--- src/rtl/alu_pkg.sv ---
// Shared definitions for the ALU and the control unit that drives it:
// the default datapath width and the 3-bit operation codes.
package alu_pkg;

    localparam int WIDTH = 8;

    localparam logic [2:0] ALU_ADD = 3'b000;
    localparam logic [2:0] ALU_SUB = 3'b001;
    localparam logic [2:0] ALU_AND = 3'b010;
    localparam logic [2:0] ALU_OR  = 3'b011;
    localparam logic [2:0] ALU_XOR = 3'b100;
    localparam logic [2:0] ALU_NOT = 3'b101;
    localparam logic [2:0] ALU_SHL = 3'b110;
    localparam logic [2:0] ALU_SHR = 3'b111;

endpackage : alu_pkg

--- src/rtl/alu_datapath.sv ---
// Combinational core of the ALU: selects one of eight operations and
// derives the zero flag from that same next result, so the registered
// result and flag can never disagree.
module alu_datapath
    import alu_pkg::*;
#(
    parameter int WIDTH = alu_pkg::WIDTH
) (
    input  logic [WIDTH-1:0] in1,
    input  logic [WIDTH-1:0] in2,
    input  logic [2:0]       sel,
    output logic [WIDTH-1:0] result,
    output logic             zero
);

    // Operation select; unsigned arithmetic wraps and carry/borrow are dropped.
    always_comb begin
        result = '0;
        case (sel)
            ALU_ADD: result = in1 + in2;
            ALU_SUB: result = in1 - in2;
            ALU_AND: result = in1 & in2;
            ALU_OR:  result = in1 | in2;
            ALU_XOR: result = in1 ^ in2;
            ALU_NOT: result = ~in1;
            ALU_SHL: result = {in1[WIDTH-2:0], 1'b0};
            ALU_SHR: result = {1'b0, in1[WIDTH-1:1]};
            default: result = '0;
        endcase
    end

    // Zero flag follows the next result, not the currently registered one.
    always_comb begin
        zero = (result == '0);
    end

endmodule : alu_datapath

--- src/rtl/alu_unit.sv ---
// Registered ALU: the combinational datapath feeds one bank of output
// registers, giving exactly one cycle of latency and no combinational
// path from operands to outputs. Reset clears the result and raises Z.
module alu_unit
    import alu_pkg::*;
#(
    parameter int WIDTH = alu_pkg::WIDTH
) (
    input  logic             clk,
    input  logic             rst_n,
    input  logic [WIDTH-1:0] in1,
    input  logic [WIDTH-1:0] in2,
    input  logic [2:0]       sel,
    output logic [WIDTH-1:0] out,
    output logic             Z
);

    logic [WIDTH-1:0] next_result;
    logic             next_zero;

    alu_datapath #(
        .WIDTH (WIDTH)
    ) u_datapath (
        .in1    (in1),
        .in2    (in2),
        .sel    (sel),
        .result (next_result),
        .zero   (next_zero)
    );

    // Capture a new result every edge; reset discards any in-flight value.
    always_ff @(posedge clk or negedge rst_n) begin
        if (!rst_n) begin
            out <= '0;
            Z   <= 1'b1;
        end else begin
            out <= next_result;
            Z   <= next_zero;
        end
    end

endmodule : alu_unit

--- config.mk ---
export PLATFORM = sky130hd
export DESIGN_NAME = alu_unit
export DESIGN_NICKNAME = d
export VERILOG_FILES = /design/src/rtl/alu_pkg.sv /design/src/rtl/alu_datapath.sv /design/src/rtl/alu_unit.sv
export SDC_FILE = /design/constraint.sdc
export NUM_CORES = 1
export LEC_CHECK = 0
export ABC_AREA = 1
export CORE_MARGIN = 10
export CORE_UTILIZATION = 39
export DETAILED_ROUTE_END_ITERATION = 10
export PLACE_DENSITY = 0.68
export SYNTH_ARGS = -nofsm -noshare
export SYNTH_HDL_FRONTEND = slang
export SYNTH_SLANG_ARGS = --single-unit
export TNS_END_PERCENT = 50
--- constraint.sdc ---
create_clock -name clk -period 0.8 [get_ports clk]
set_input_delay 0.2 -clock clk [delete_from_list [all_inputs] [get_ports clk]]
set_output_delay 0.2 -clock clk [all_outputs]
set_load 0.1 [all_outputs]
==> out/qor.yml, run 1 <==
status: "finished with violations"
violations: "negative setup slack"
power.clock.fraction_pct: 14.6
io_buffers: 29
drv_slew: 0
drt_pass1_iterations: 5
wl_met3_um: 463
die_w_um: 82.31
die_height_um: 82.31
grt_pass1_vias: 2168
synth_edf_count: 0
fin_crit_sh_pct: 245.8
worstPathArrival_ns: 2.14
finalSetupViolations: 18
wl_per_cell_um: 16.97
cp_slowest_cell: "ha_4"
sw_frac_of_total_pct: 46.01
crit_path_end_kind: "register"
slowest_delay_ns: 0.25
worst_slack_ns: -1.166
grt_max_degree: 12
vdd_drop_max_uv: 581.9
path_class: "in -> reg"
cts_inserted_buffers: 3
rsz0062_at_grt: "yes"
final.min_clock_period_ns: 1.966
p_int_uw: 2049
comb_power_share_pct: 70.1
nets: 404
htreeDepth: 1
start_kind: "input port"
syn_to_final_growth_pct: 100.5
syn-cell-area_um2: 1514
synth_cells: 249
synth_ff_type: "dfrtp_1"
avgSynthCellArea_um2: 6.080
path_clk_slew_ns: 0.04
yosys-top-cells-area: "ha_1 20%, nand2_1 15%, dfrtp_1 13%"
clock_sinks: 9
place_inst: 379
power.switching_uw: 1746
highest_layer: "met4"
hold_buffers: 0
max_clock_freq_mhz: 508.5
rows: 22
p_leak_uw: 0.001588
post-dp-hpwl_um: 4183
cts_buffer_depth: 2
wl_met2_um: 3527
min_path_type: "in -> async"
cts_tree: "done"
tightest_slew_ns: 0.4469
diodes: 0
yosys.cell_types.count: 24
grt_usage_pct: 18.22
vias_per_cell: 5.346
grt_antenna_before_repair: 0
vias: 2165
yosys.area.top_type: "ha_1"
crit_fanout: 4
ys_ff_latch: 9
gp_congestion: 0.9084
grt-ovfl-total: 0
drv_cap: 0
cts-root-buf: "clkbuf_8"
synth-seq-area-share_pct: 14.96
yosys.area.top_type_share_pct: 19.83
routed_wl_um: 6872
drive_gt1_share_pct: 48.18
die_area_um2: 6774
ios: 30
hold_violations: 0
critical_path_required_ns: 0.98
initialDrtViolationCount: 167
stdcell_count: 405
async_flop_share_pct: 100.0
syn_nets: 295
powerDensity_nw_per_um2: 1250
yosysWarnings: 0
utilization_pct: 81.68
detail-route-antenna-nets: 0
post-route-drc-count: 0
max_slew_margin_pct: 70.10
start_util_pct: 40.74
p_seq_share_pct: 15.3
grt_pass1_wl_um: 9549
crit_chain: "buf_12 > inv_16 > ha_4 > inv_6 > o31ai_4 > xor2_1 > inv_1 > ha_4 > buf_4 > buf_6 > inv_2 > nand3_2 > nand3_2 > nand3_2 > nor2_1 > nand4_1 > nor2_1"
path_common_cell: "nand3_2"
core_um2: 3716
wl_met1_um: 2525
==> repair_timing <==
item / in CTS / in global routing
setup buffers: 20 / 8
pin swaps: 37 / 36
gates resized for setup: 89 / 42
setup endpoints to repair: 18 / 18
==> flip-flops by register name (all words and copies together) (netlist names) <==
name	flops
Z	1
out	8
==> metrics by stage <==
stage	hold WS, ns	area [µm²]	setup TNS, ns	setup slack, ns	total power (µW)
final	0.3287	3035	-10.06	-1.166	3794
after global placement	0.5793	2491	-13.95	-1.763	2673
after floorplan	-0.09559	1665	-8.700	-0.9811	1781
after detailed placement	0.5829	2491	-14.27	-1.822	2709
after global routing	0.3646	3035	-10.69	-1.242	3965
after CTS	0.3363	2878	-10.37	-1.205	3505
==> Yosys cell counts, drive strengths merged, types with 2 or more instances <==
cell type and n:
a21oi 8, o22ai 2, nand3 21, dfrtp 8, nand4 11, inv 53
buf 3, ha 24, o31ai 3, nand2 62, nor2 34, o21ai 8
xor2 6
==> layout make-up <==
cell class,instances,area [µm²]
multi-input cells,184,1400
repair buffers,107,1062
fillers,216,680.7
inverters,53,237.7
flip-flops and latches,9,230.2
well taps,48,60.06
clock buffers,4,45.04
==> logic make-up after synthesis <==
group	Yosys count	synth area share, %
buf+inv	56	14.79
simple gates	129	36.45
compound gates	23	8.595
flops	9	14.96
xor+xnor	7	4.050
fa+ha+maj	25	21.16
==> power by group through the flow <==
stage,clock [µW],sequential [µW],combinational [µW]
3_3_place_gp,0,586,2090
6_report,554,582,2660
4_1_cts,546,582,2380
5_1_grt,579,583,2800
3_5_place_dp,0,588,2120
2_1_floorplan,0,1030,750
==> cells in the final DEF, fill, tap and decap left out, types with 11 or more instances in the layout <==
| cell type | count |
|---|---|
| nand4_1 | 11 |
| inv_2 | 13 |
| buf_6 | 18 |
| nor2_1 | 30 |
| buf_12 | 12 |
| buf_4 | 59 |
| nand2_2 | 13 |
| nand2_1 | 49 |
| ha_1 | 16 |
| inv_1 | 33 |
==> critical path, delay by kind of cell <==
kind,cells,cell delay (ns)
compound gates,1,0.17
fa+ha+maj,2,0.39
simple gates,6,0.57
buf+inv,7,0.59
xor+xnor,1,0.20
==> worst max-delay path by stage <==
stage	start	end	slack [ns]	cells past startpoint
2_1_floorplan	sel[0]	Z	-0.98	14
3_3_place_gp	in2[1]	Z	-1.76	19
3_5_place_dp	in2[1]	Z	-1.82	19
4_1_cts	in2[1]	Z	-1.21	18
5_1_grt	in2[1]	Z	-1.24	17
6_report	in2[1]	Z	-1.17	17
==> layer usage <==
metal | global-route usage [%] | up-vias
li1 | - | 1004
met1 | 17.66 | 1026
met5 | 0 | -
met4 | 11.05 | 0
met2 | 34.91 | 103
met3 | 3.132 | 32
No activity file was read; power rests on OpenSTA's default activity.
==> run 2: changes to the inputs <==
CTS_CLUSTER_DIAMETER = 100   (was not set)
MAX_ROUTING_LAYER = met4   (was not set)
==> run 2 against run 1 <==
The run still ends with negative setup slack left. Hold slack improved by 0.012 ns. First-iteration DRC count down 26%. Sequential share of layout area rose by 0.21 points. Via count decreased by 5.5%. Core utilization is 2.2 points lower. Die area is the same. Critical path depth shrank 1. Cell count is 1.5% lower. Sequential power hardly changed. Count of clock-buffer cells in the layout unchanged. Sequential cell count unchanged. Largest power group unchanged.
==> out/qor.yml, run 2 (synthesized netlist as in run 1, its figures left out) <==
path_clk_slew_ns: 0.05  # was 0.04 ns
cts-root-buf: "clkbuf_8"  # unchanged
gp_congestion: 0.9201  # was 0.9084
final.min_clock_period_ns: 2.044  # was 1.966 ns
grt-ovfl-total: 0  # unchanged
start_util_pct: 40.74  # unchanged
hold_violations: 0  # unchanged
grt_antenna_before_repair: 0  # unchanged
crit_chain: "buf_12 > inv_16 > ha_4 > inv_4 > o31ai_4 > xor2_1 > inv_1 > ha_4 > nand2_2 > nor2_1 > nand2_1 > nand4_1 > nand2_1 > a21oi_2 > nand4_1 > nor2_2"  # was buf_12 > inv_16 > ha_4 > inv_6 > o31ai_4 > xor2_1 > inv_1 > ha_4 > buf_4 > buf_6 > inv_2 > nand3_2 > nand3_2 > nand3_2 > nor2_1 > nand4_1 > nor2_1
status: "finished with violations"  # unchanged
critPathLaunch: "in2[1]"  # unchanged
fin_crit_sh_pct: 255.5  # was 245.8%
max_slew_margin_pct: 69.10  # was 70.10%
pre_cts_slack_ns: -1.866  # was -1.822 ns
clock_sinks: 9  # unchanged
crit_path_end_kind: "register"  # unchanged
worst_slack_ns: -1.244  # was -1.166 ns
drv_slew: 0  # unchanged
mostFrequentLayoutCells: "60 x buf_4, 44 x nand2_1, 33 x inv_1"  # was 59 x buf_4, 49 x nand2_1, 33 x inv_1
p_leak_uw: 0.001540  # was 0.001588 µW
wl_per_cell_um: 15.62  # was 16.97 µm
ios: 30  # unchanged
io_buffers: 29  # unchanged
die_w_um: 82.31  # unchanged
holdWs_ns: 0.3410  # was 0.3287 ns
vias: 2046  # was 2,165
crit_buf_inv: 4  # was 7
min_path_type: "in -> async"  # unchanged
diodes: 0  # unchanged
core_um2: 3716  # unchanged
finalSetupViolations: 18  # unchanged
register_area_um2: 230.2  # unchanged
rows: 22  # unchanged
start_kind: "input port"  # unchanged
syn_to_final_growth_pct: 95.21  # was 100.5%
violations: "negative setup slack"  # unchanged
routed_wl_um: 6233  # was 6872 µm
post-route-drc-count: 0  # unchanged
drv_cap: 0  # unchanged
vdd_drop_max_uv: 466.6  # was 581.9 µV
top_register: "out"  # unchanged
largest_reg_flops: 8  # unchanged
slowest_delay_ns: 0.32  # was 0.25 ns
die_area_um2: 6774  # unchanged
grt_usage_pct: 17.74  # was 18.22%
crit_fanout: 5  # was 4
fillerInstances: 250  # was 216
htreeDepth: 1  # unchanged
mostFrequentLayoutCell: "buf_4"  # unchanged
nets: 398  # was 404
top_regs: "out: 8 flops, Z: 1 flops"  # unchanged
final_cell_area_um2: 2955  # was 3035 µm²
cp_slowest_cell: "ha_4"  # unchanged
worstPathArrival_ns: 2.20  # was 2.14 ns
max_clock_freq_mhz: 489.2  # was 508.5 MHz
placed_area_um2: 2499  # was 2491 µm²
cts_tree: "done"  # unchanged
post-dp-hpwl_um: 4224  # was 4183 µm
critical_path_required_ns: 0.96  # was 0.98 ns
tightest_slew_ns: 0.4618  # was 0.4469 ns
drive_gt1_share_pct: 48.43  # was 48.18%
powerDensity_nw_per_um2: 1244  # was 1250 nW/µm²
rsz0062_at_grt: "yes"  # unchanged
detail-route-antenna-nets: 0  # unchanged
grt_max_degree: 14  # was 12
cts_buffer_depth: 2  # unchanged
vias_per_cell: 5.128  # was 5.346
grt_pass1_vias: 2096  # was 2,168
grt_pass1_wl_um: 9342  # was 9549 µm
die_height_um: 82.31  # unchanged
cts_inserted_buffers: 3  # unchanged
critPathTopFamily: "simple AND/OR/NAND/NOR gates"  # was buffers and inverters
path_class: "in -> reg"  # unchanged
multi_input_area_um2: 1409  # was 1400 µm²
drt_pass1_iterations: 4  # was 5
initialDrtViolationCount: 123  # was 167
-- run 2: worst max-delay path by stage --
stage | slack [ns] | cells after the start | endpoint
3_5_place_dp | -1.87 | 19 | Z
6_report | -1.24 | 16 | Z
5_1_grt | -1.40 | 16 | Z
4_1_cts | -1.26 | 18 | Z
2_1_floorplan | -0.98 | 14 | Z
3_3_place_gp | -1.76 | 19 | Z
-- run 2: per-stage QoR --
| step | power [µW] | instances | setup TNS (ns) | util (%) |
|---|---|---|---|---|
| floorplan | 1781 | 249 | -8.700 | - |
| global placement | 2677 | 380 | -13.93 | 67.24 |
| detailed placement | 2719 | 380 | -14.30 | 67.24 |
| CTS | 3456 | 391 | -10.59 | 75.52 |
| global route | 3852 | 399 | -11.47 | 79.53 |
| finish | 3675 | 399 | -10.66 | 79.53 |
-- run 2: power by group --
group / switching [µW] / internal, µW / total, µW
Combinational: 1460 / 1110 / 2570
Clock: 176 / 347 / 523
Sequential: 55.6 / 528 / 583
Total: 1690 / 1990 / 3670
-- run 2: what timing repair did --
item,CTS,global route
endpoints found under the setup margin,18,18
buffers inserted,8,11
hold buffers,0,0
pin swaps,30,30
gates resized for setup,93,39
-- run 2: routing by layer --
metal	wire [µm]	vias to the layer above	GRT usage, %
li1	-	996	-
met1	2321	939	19.42
met2	3305	90	32.50
met3	404	21	1.404
met4	202	0	6.633
met5	0	-	-
-- run 2: layout make-up --
class	instances	area share, %
Multi-Input combinational cell	184	47.67
Timing Repair Buffer	101	32.94
Inverter	53	8.044
Sequential cell	9	7.790
Tap cell	48	2.032
Clock buffer	4	1.524
==> run 3: changes to the inputs <==
RECOVER_POWER = 100   (was not set)
==> run 3 against run 2 <==
The run still ends with negative setup slack left. Setup slack improved by 0.0016 ns. Total power is essentially flat. Count of clock-buffer cells in the layout did not move. Core utilization is 0.20 points lower. Sequential share of layout area about the same. Sequential cell count is the same. Sequential power hardly changed. Cell area fell by 0.25%. Global-route usage stayed put. Critical path depth is the same. First-iteration DRC count rose by 1.6%. Largest cell class unchanged. Largest power group unchanged.
==> out/qor.yml, run 3 (synthesized netlist as in run 1, its figures left out) <==
crit_path_end_kind: "register"  # unchanged
use_met2_pct: 32.50  # unchanged
initialDrtViolationCount: 125  # was 123
tightest_slew_ns: 0.4593  # was 0.4618 ns
fin_crit_sh_pct: 255.3  # was 255.5%
max_clock_freq_mhz: 489.6  # was 489.2 MHz
worstPathArrival_ns: 2.20  # about the same
mostFrequentLayoutCell: "buf_4"  # unchanged
critical_path_required_ns: 0.96  # about the same
violations: "negative setup slack"  # unchanged
grt-ovfl-total: 0  # unchanged
crit_fanout: 5  # unchanged
drv_cap: 0  # unchanged
diodes: 0  # unchanged
grt_usage_pct: 17.74  # unchanged
largest_reg_flops: 8  # unchanged
cts_buffer_depth: 2  # unchanged
die_w_um: 82.31  # unchanged
final.min_clock_period_ns: 2.042  # was 2.044 ns
max_slew_margin_pct: 69.27  # was 69.10%
syn_to_final_growth_pct: 94.71  # was 95.21%
cts_inserted_buffers: 3  # unchanged
fillerInstances: 253  # was 250
setup_tns_ns: -10.67  # was -10.66 ns
start_util_pct: 40.74  # unchanged
hold_buffers: 0  # unchanged
crit_chain: "buf_12 > inv_16 > ha_4 > inv_4 > o31ai_4 > xor2_1 > inv_1 > ha_4 > nand2_2 > nor2_1 > nand2_1 > nand4_1 > nand2_1 > a21oi_2 > nand4_1 > nor2_2"  # unchanged
hold_violations: 0  # unchanged
detail-route-antenna-nets: 0  # unchanged
worst_slack_ns: -1.242  # was -1.244 ns
grt_antenna_before_repair: 0  # unchanged
cts-root-buf: "clkbuf_8"  # unchanged
powerDensity_nw_per_um2: 1246  # was 1244 nW/µm²
routed_wl_um: 6280  # was 6233 µm
met3_usage_pct: 1.404  # unchanged
core_um2: 3716  # unchanged
rows: 22  # unchanged
min_path_type: "in -> async"  # unchanged
finalSetupViolations: 18  # unchanged
critPathLaunch: "in2[1]"  # unchanged
mostFrequentLayoutCells: "58 x buf_4, 44 x nand2_1, 33 x inv_1"  # was 60 x buf_4, 44 x nand2_1, 33 x inv_1
cp_slowest_cell: "ha_4"  # unchanged
vias_per_cell: 5.143  # was 5.128
path_class: "in -> reg"  # unchanged
drt_pass1_iterations: 4  # unchanged
drive_gt1_share_pct: 47.86  # was 48.43%
ios: 30  # unchanged
start_kind: "input port"  # unchanged
clock_sinks: 9  # unchanged
io_buffers: 29  # unchanged
drv_slew: 0  # unchanged
rsz0062_at_grt: "yes"  # unchanged
htreeDepth: 1  # unchanged
grtUsageMet1_pct: 19.42  # unchanged
status: "finished with violations"  # unchanged
slowest_delay_ns: 0.32  # about the same
cts_tree: "done"  # unchanged
wl_per_cell_um: 15.74  # was 15.62 µm
busiest_layer: "met2"  # unchanged
top_register: "out"  # unchanged
vias: 2052  # was 2,046
nets: 398  # unchanged
grt_max_degree: 14  # unchanged
die_area_um2: 6774  # unchanged
p_leak_uw: 0.001533  # was 0.001540 µW
post-route-drc-count: 0  # unchanged
vdd_drop_max_uv: 469.1  # was 466.6 µV
grt_pass1_vias: 2096  # unchanged
cp-endpoint: "Z"  # unchanged
path_clk_slew_ns: 0.05  # about the same
post-dp-hpwl_um: 4224  # unchanged
placed_area_um2: 2499  # unchanged
final_cell_area_um2: 2948  # was 2955 µm²
gp_congestion: 0.9201  # unchanged
grt_pass1_wl_um: 9342  # unchanged
die_height_um: 82.31  # unchanged
top_regs: "out: 8 flops, Z: 1 flops"  # unchanged
==> run 3: area by class of cell <==
cell class              count  area [µm²]  area share (%)
multi-input cells         184        1409           47.79
flip-flops and latches      9       230.2           7.810
inverters                  53       237.7           8.065
clock buffers               4       45.04           1.528
repair buffers            101       965.9           32.77
well taps                  48       60.06           2.037
==> run 3: layer usage <==
layer / vias to the layer above / part of all wire, %
met4: 0 / 2.5
met3: 18 / 5.9
met1: 955 / 38
met5: - / 0
li1: 994 / -
met2: 85 / 54
==> run 3: worst min path at each step <==
stage	to	depth (start not counted)	slack, ns	startpoint
after floorplan	out[1]	0	-0.1	rst_n
after global placement	out[2]	2	0.58	rst_n
after detailed placement	out[2]	2	0.59	rst_n
after CTS	out[0]	2	0.36	rst_n
after global routing	Z	1	0.45	rst_n
final	out[0]	2	0.42	rst_n
==> run 3: worst max-delay path: cells and delay by family <==
kind                     cells  cell delay (ns)
adder cells (fa/ha/maj)      2             0.46
AND/OR/NAND/NOR              7             0.69
XOR/XNOR                     1             0.20
AO/OA/AOI/OAI                2             0.33
buffers and inverters        4             0.32
==> run 3: what timing repair did <==
item                       4_1_cts  5_1_grt
cloned                           0        0
resized for setup               93       39
hold endpoints to repair         0        0
setup endpoints to repair       18       18
buffers inserted                 8       11
pin swaps                       30       30
==> run 3: power by group <==
part           internal (µW)  leakage [µW]  switching, µW
registers                528      0.000106           56.0
clock network            347     0.0000228            178
logic                   1110       0.00140           1460
total                   1980       0.00153           1690
==> run 3: stage by stage <==
stage | util [%] | total power [µW] | cells | hold slack [ns] | worst slack, ns
3_5_place_dp | 67.24 | 2719 | 380 | 0.5938 | -1.866
4_1_cts | 75.52 | 3456 | 391 | 0.3563 | -1.264
3_3_place_gp | 67.24 | 2677 | 380 | 0.5783 | -1.763
6_report | 79.33 | 3674 | 399 | 0.4243 | -1.242
5_1_grt | 79.33 | 3847 | 399 | 0.4533 | -1.396
2_1_floorplan | - | 1781 | 249 | -0.09559 | -0.9811
